`src/rtl/regfile_write_arbiter.sv`:
```
// regfile_write_arbiter: shares the register file write port between pipeline writeback and a long-latency result FIFO
// Ports: clk/rst; wb_* pipeline writeback request; lu_* long-latency push (lu_ready back);
// rsv_* scoreboard reservation; q_reg*/q_busy* RAW queries; wb_stall starvation stall;
// rf_* registered write port; err sticky protocol violation.
module regfile_write_arbiter #(
  parameter int DEPTH = 4,
  parameter int STARVE_MAX = 4
) (
  input  logic        clk,
  input  logic        rst,
  input  logic        wb_valid,
  input  logic [4:0]  wb_reg,
  input  logic [31:0] wb_data,
  input  logic        lu_valid,
  output logic        lu_ready,
  input  logic [4:0]  lu_reg,
  input  logic [31:0] lu_data,
  input  logic        rsv_valid,
  input  logic [4:0]  rsv_reg,
  input  logic [4:0]  q_reg1,
  input  logic [4:0]  q_reg2,
  output logic        q_busy1,
  output logic        q_busy2,
  output logic        wb_stall,
  output logic        rf_we,
  output logic [4:0]  rf_waddr,
  output logic [31:0] rf_wdata,
  output logic        err
);
  localparam int AW = $clog2(DEPTH);
  localparam int SW = $clog2(STARVE_MAX + 1);
  logic [4:0]    mem_reg  [DEPTH];
  logic [31:0]   mem_data [DEPTH];
  logic [AW-1:0] wp, rp;
  logic [AW:0]   count;
  logic [SW-1:0] starve;
  logic [31:0]   busy, set_mask, clr_mask;
  logic          src_fifo, empty, push, pop, wb_grant;
  assign empty    = count == '0;
  assign lu_ready = !rst && (count < (AW + 1)'(DEPTH));
  assign wb_stall = !rst && (starve >= SW'(STARVE_MAX));
  assign push     = lu_valid && lu_ready;
  assign pop      = !empty && (wb_stall || !wb_valid);
  assign wb_grant = wb_valid && !wb_stall;
  assign set_mask = (rsv_valid && rsv_reg != 5'd0) ? 32'd1 << rsv_reg : '0;
  // only FIFO-sourced commits release a reservation; pipeline writes never reserve
  assign clr_mask = (rf_we && src_fifo) ? 32'd1 << rf_waddr : '0;
  assign q_busy1  = busy[q_reg1];
  assign q_busy2  = busy[q_reg2];
  always_ff @(posedge clk) begin
    if (push) begin
      mem_reg[wp]  <= lu_reg;
      mem_data[wp] <= lu_data;
    end
  end
  always_ff @(posedge clk) begin
    if (rst) begin
      wp       <= '0;
      rp       <= '0;
      count    <= '0;
      starve   <= '0;
      busy     <= '0;
      src_fifo <= 1'b0;
      rf_we    <= 1'b0;
      rf_waddr <= '0;
      rf_wdata <= '0;
      err      <= 1'b0;
    end else begin
      if (push) wp <= wp + 1'b1;
      if (pop) rp <= rp + 1'b1;
      count    <= count + (AW + 1)'(push) - (AW + 1)'(pop);
      starve   <= (pop || empty) ? '0 : starve + 1'b1;
      rf_we    <= pop ? mem_reg[rp] != 5'd0 : wb_grant && wb_reg != 5'd0;
      rf_waddr <= pop ? mem_reg[rp] : wb_reg;
      rf_wdata <= pop ? mem_data[rp] : wb_data;
      src_fifo <= pop;
      // set after clear so a same-edge reserve of a retiring register wins
      busy     <= ((busy & ~clr_mask) | set_mask) & ~32'd1;
      err      <= err | (wb_valid && wb_stall) | (|(set_mask & busy & ~clr_mask));
    end
  end
endmodule

```
`config.mk`:
```
export PLATFORM = sky130hd
export DESIGN_NAME = regfile_write_arbiter
export DESIGN_NICKNAME = d
export VERILOG_FILES = /design/src/rtl/regfile_write_arbiter.sv
export SDC_FILE = /design/constraint.sdc
export NUM_CORES = 1
export LEC_CHECK = 0
export CAP_MARGIN = 20
export CORE_MARGIN = 2
export CORE_UTILIZATION = 40
export CTS_CLUSTER_SIZE = 24
export DETAILED_ROUTE_END_ITERATION = 8
export GPL_ROUTABILITY_DRIVEN = 1
export PLACE_DENSITY = 0.71
export SKIP_CTS_REPAIR_TIMING = 1
export SLEW_MARGIN = 10
export SYNTH_ARGS = -nofsm -noshare
export SYNTH_HDL_FRONTEND = slang
export SYNTH_SLANG_ARGS = --single-unit
```
`constraint.sdc`:
```
create_clock -name clk -period 3 [get_ports clk]
set_input_delay 0.6 -clock clk [delete_from_list [all_inputs] [get_ports clk]]
set_output_delay 0.6 -clock clk [all_outputs]
set_load 0.1 [all_outputs]
```
==> results of run 1 <==
metrics by stage:
step / utilization, % / hold WS [ps] / TNS (ps) / setup slack, ps
after global routing: 52.4 / 450 / 0 / 50.2
after detailed placement: 48.7 / 411 / -595 / -302
after global placement: 48.7 / 407 / -569 / -285
final: 52.4 / 422 / 0 / 90.9
after floorplan: - / 399 / 0 / 119
after CTS: 52.2 / 425 / -610 / -311
cell families after synthesis:
group	Yosys count	synth area share [%]
flip-flops	231	66.0
AND/OR/NAND/NOR	173	8.62
AO/OA/AOI/OAI	127	7.46
multiplexers	62	14.2
buffers and inverters	48	2.04
adder cells (fa/ha/maj)	8	1.16
XOR/XNOR	6	0.568
final timing paths:
kind,start,to,slack (ps),depth (start not counted)
max,q_reg2[0],q_busy2,90,6
min,starve[0],starve[0],420,1
max reg2reg,rf_waddr[4],err,700,6
min reg2reg,starve[0],starve[0],420,1
layer usage:
metal / track usage, % / vias up
li1: - / 2791
met1: 22.8 / 2962
met2: 29.9 / 249
met3: 3.56 / 52
met4: 6.55 / 0
met5: 0 / -
synth_stat cells, types with 2 or more instances:
cell type,number
edfxtp_1,148
nand2_1,114
dfxtp_1,83
a21oi_1,73
mux4_2,55
o21ai_0,30
clkbuf_1,24
inv_1,14
nor2_1,14
buf_2,7
ha_1,7
o22ai_1,7
and3_1,6
nand2b_1,6
xnor2_1,4
mux2i_1,3
nand3b_1,3
nor3_1,3
nor3b_1,3
o2111ai_1,3
o21ai_1,3
or2_0,3
or3_1,3
or4_1,3
a31oi_1,2
and3b_1,2
buf_1,2
mux2_1,2
mux2_2,2
nand3_1,2
nand4b_1,2
o221ai_1,2
or3b_1,2
xor2_1,2
final cells by class:
| cell class | count | area [sq um] | area share, % |
|---|---|---|---|
| Timing Repair Buffer | 162 | 1610 | 13.5 |
| Clock buffer | 36 | 697 | 5.85 |
| Tap cell | 285 | 357 | 3.00 |
| Multi-Input combinational cell | 376 | 2980 | 25.0 |
| Inverter | 15 | 56.3 | 0.473 |
| Clock inverter | 10 | 100 | 0.841 |
| Sequential cell | 231 | 6110 | 51.3 |
power groups by stage:
stage	clock, mW	combinational, mW	sequential [mW]
2_1_floorplan	0	1.01	4.61
3_3_place_gp	0	2.40	3.87
3_5_place_dp	0	2.42	3.88
4_1_cts	2.98	2.43	3.82
5_1_grt	3.10	2.56	3.84
6_report	2.92	2.40	3.81
critical path: stages:
cell and delay [ps]:
clkbuf_2 140, clkbuf_16 160, mux4_2 480, mux4_2 460
mux2_2 300, buf_12 170
==> impl_metrics.ini, run 1 <==
[global_routing]
grt_antenna_before_repair = 0
first_global_vias = 6243
grt-ovfl-total = 0
grt_pass1_wl_um = 33500
grt_max_degree = 81
track_usage_pct = 17.7

[route]
top_layer = met4
route.met2.wl_um = 10500
wl_met3_um = 1670
ant_nets = 0
route.detailed.drc = 0
route.vias.total = 6054
wirelength_um = 21400
wl_met1_um = 8640
wl_per_cell_um = 19.2
routed_via_density = 5.43
drt_iter0_markers = 359
dr.pass1.iters = 5

[logic_synthesis]
yosysTopAreaCell = edfxtp_1
synthDominantCellAreaShare_pct = 48.0
avgSynthCellArea_sq_um = 14.1
synth_edf_count = 148
synth_fp_nets = 757
ys_ff_latch = 231
yosys_warnings = 0
async_reset_ff_share_pct = 0
ys_seq_area_share_pct = 66.0
ys.flop_type = edfxtp_1
syn_inst = 655
synth.area.top_cells = edfxtp_1 (48%), dfxtp_1 (18%), mux4_2 (13%)
synth_cell_types = 50
synth_area_sq_um = 9260

[timing]
max_slew.worst_pin.slew_ps = 906
clock_skew_ps = 23.3
slew_viol_final = 0
timing.fmax_mhz = 344
min_period_ps = 2910
rsz0062_at_grt = false
setup_viol = 0
final-hold-violation-count = 0
post-route-period-util_pct = 97.0
max-slew-margin-rel_pct = 39.6

[layout]
largest_reg_flops = 128
layout-drive-gt1-share_pct = 21.7
fill_cells = 1920
final_common_cell = edfxtp_1
top_register = mem_data
finish.net_count = 913
reg_top3 = mem_data x128, rf_wdata x32, busy x31
finalNonFillerCells = 1115
design_area_sq_um = 11900
antenna_cells = 0
syn2layout_area_growth_pct = 28.6
layout_common_cells = edfxtp_1 (148), nand2_1 (114), clkdlybuf4s50_1 (88)

[power_and_ir_drop]
p_per_area_nw_per_um2 = 767
combPwrFrac_pct = 26.3
switching_share_pct = 32.3
power_mw = 9.13
power_frac_clock_pct = 32.0
p_switching_mw = 2.95
peakVddDrop_uv = 645
leakage_nw = 4.15
p_int_mw = 6.18
pwr-share-seq_pct = 41.7

[die]
start_util_pct = 40.8
dieHeight_um = 156
ios = 137
row_count = 55
die_area_sq_um = 24400
die_w_um = 156
coreArea_sq_um = 22700

[clock_tree]
cts_max_level = 1
clock_latency_ps = 530
cts_num_sinks = 231
clkTransAtPathRegs_ps = 50
cts_tree = built
cts_max_path_buffers = 3
cts_buffers = 25
cts-root-buf = clkbuf_16

[place]
dp_hpwl_um = 14200
numPlacedInstances = 1067
gp_congestion = 0.967
io_buffers = 136
dpl_cell_area_sq_um = 11100

[min_path]
min_path_type = reg2reg

[worst_setup_path]
critPathKind = in2out
crit_arrival_ps = 2310
crit_fanout = 4
end_kind = primary output
required_ps = 2400
start_kind = input pin

[run]
maxCapViolations = 0

[status]
status = complete, no violations
(Power assumes the default switching activity.)
==> run 2: changes to the inputs <==
Settings changed: ABC_CLOCK_PERIOD_IN_PS set to 3000, CAP_MARGIN 20 to unset.
==> results of run 2 <==
No change in the layout: final DEF, timing and power equal those of run 1.
==> run 3: changes to the inputs <==
Settings changed: CORE_UTILIZATION 40 to 38, PLACE_DENSITY 0.71 to 0.68, SETUP_SLACK_MARGIN set to 0.3.
==> run 3 against run 2 <==
Against the previous run:
- die area grew 5.1%
- global-route usage up 0.16 points
- combinational power increased by 2%
- worst setup slack better by 36 ps
- critical endpoint unchanged
- largest cell class unchanged
- highest routed layer is now met5
==> impl_metrics.ini, run 3 (synthesis results as in run 1) <==
[global_routing]
grt_pass1_wl_um = 35900
grt_max_degree = 79
grt_antenna_before_repair = 2
grt-ovfl-total = 0
first_global_vias = 6385
track_usage_pct = 17.9

[worst_setup_path]
start_kind = input pin
crit_chain = buf_4 -> buf_12 -> mux4_2 -> mux4_2 -> mux2_4 -> buf_12
end_kind = primary output
crit_arrival_ps = 2270
critPathKind = in2out
crit_fanout = 5
crit_slowest_cell = mux4_2
max_stage_delay_ps = 500
required_ps = 2400

[clock_tree]
cts-root-buf = clkbuf_16
cts_max_path_buffers = 3
cts_tree = built
cts_num_sinks = 231
clock_latency_ps = 500
cts_max_level = 1
clkTransAtPathRegs_ps = 60
cts_buffers = 23

[layout]
layout-drive-gt1-share_pct = 23.6
post-route-util_pct = 49.5
final_common_cell = edfxtp_1
reg_top3 = mem_data x128, rf_wdata x32, busy x31
top_register = mem_data
finalNonFillerCells = 1147
design_area_sq_um = 11900
antenna_cells = 0
largest_reg_flops = 128
syn2layout_area_growth_pct = 28.9
layout_common_cells = edfxtp_1 (148), nand2_1 (114), clkdlybuf4s50_1 (88)
finish.net_count = 909

[min_path]
min_path_type = in2reg

[route]
top_layer = met5
route.met2.wl_um = 11500
wl_met3_um = 1780
wirelength_um = 22700
drt_iter0_markers = 507
route.detailed.drc = 0
route.vias.total = 6035
dr.pass1.iters = 5
routed_via_density = 5.26
wl_per_cell_um = 19.8
ant_nets = 0
wl_met1_um = 8990

[die]
row_count = 57
dieHeight_um = 160
ios = 137
coreArea_sq_um = 24100
die_w_um = 160
die_area_sq_um = 25600
start_util_pct = 38.4

[timing]
setup_tns_ps = 0
hold_slack_ps = 349
slew_viol_final = 0
worst_slack_ps = 127
post-route-period-util_pct = 95.8
max_slew.worst_pin.slew_ps = 883
final-hold-violation-count = 0
clock_skew_ps = 6.96
rsz0062_at_grt = true
max-slew-margin-rel_pct = 41.1
setup_viol = 0
min_period_ps = 2870
timing.fmax_mhz = 348

[power_and_ir_drop]
peakVddDrop_uv = 661
power_mw = 9.09
p_per_area_nw_per_um2 = 762
leakage_nw = 4.12

[place]
io_buffers = 136
dpl_cell_area_sq_um = 11100
gp_congestion = 0.941
dp_hpwl_um = 15000
numPlacedInstances = 1104
pre_cts_ws_ps = -300

[status]
status = complete, no violations

[run]
maxCapViolations = 0
-- run 3: final cells by class --
class	count	area [sq um]
fillers	2132	12200
flip-flops and latches	231	6130
multi-input cells	376	3000
repair buffers	160	1600
clock buffers	30	633
well taps	324	405
clock inverters	11	111
inverters	15	56.3
-- run 3: where the power goes --
group / leakage (nW) / total (mW) / switching (mW) / internal, mW
sequential: 2.03 / 3.81 / 0.173 / 3.64
clock: 0.359 / 2.85 / 1.19 / 1.66
combinational: 1.73 / 2.44 / 1.60 / 0.839
total: 4.12 / 9.09 / 2.96 / 6.14
-- run 3: worst paths after layout --
path,to,slack (ps),cells past startpoint,from
min,count[1],350,2,rst
max,q_busy2,130,6,q_reg2[0]
max reg2reg,err,780,6,rf_waddr[0]
min reg2reg,starve[0],430,1,starve[0]
-- run 3: per-layer routing --
metal / vias to the layer above / track usage, %
li1: 2771 / -
met1: 2973 / 22.2
met2: 243 / 31.6
met3: 44 / 4.26
met4: 4 / 4.46
met5: - / 0
-- run 3: critical path, delay by kind of cell --
kind                   cells  cell delay [ps]
muxes                      3             1270
buffers and inverters      3              400
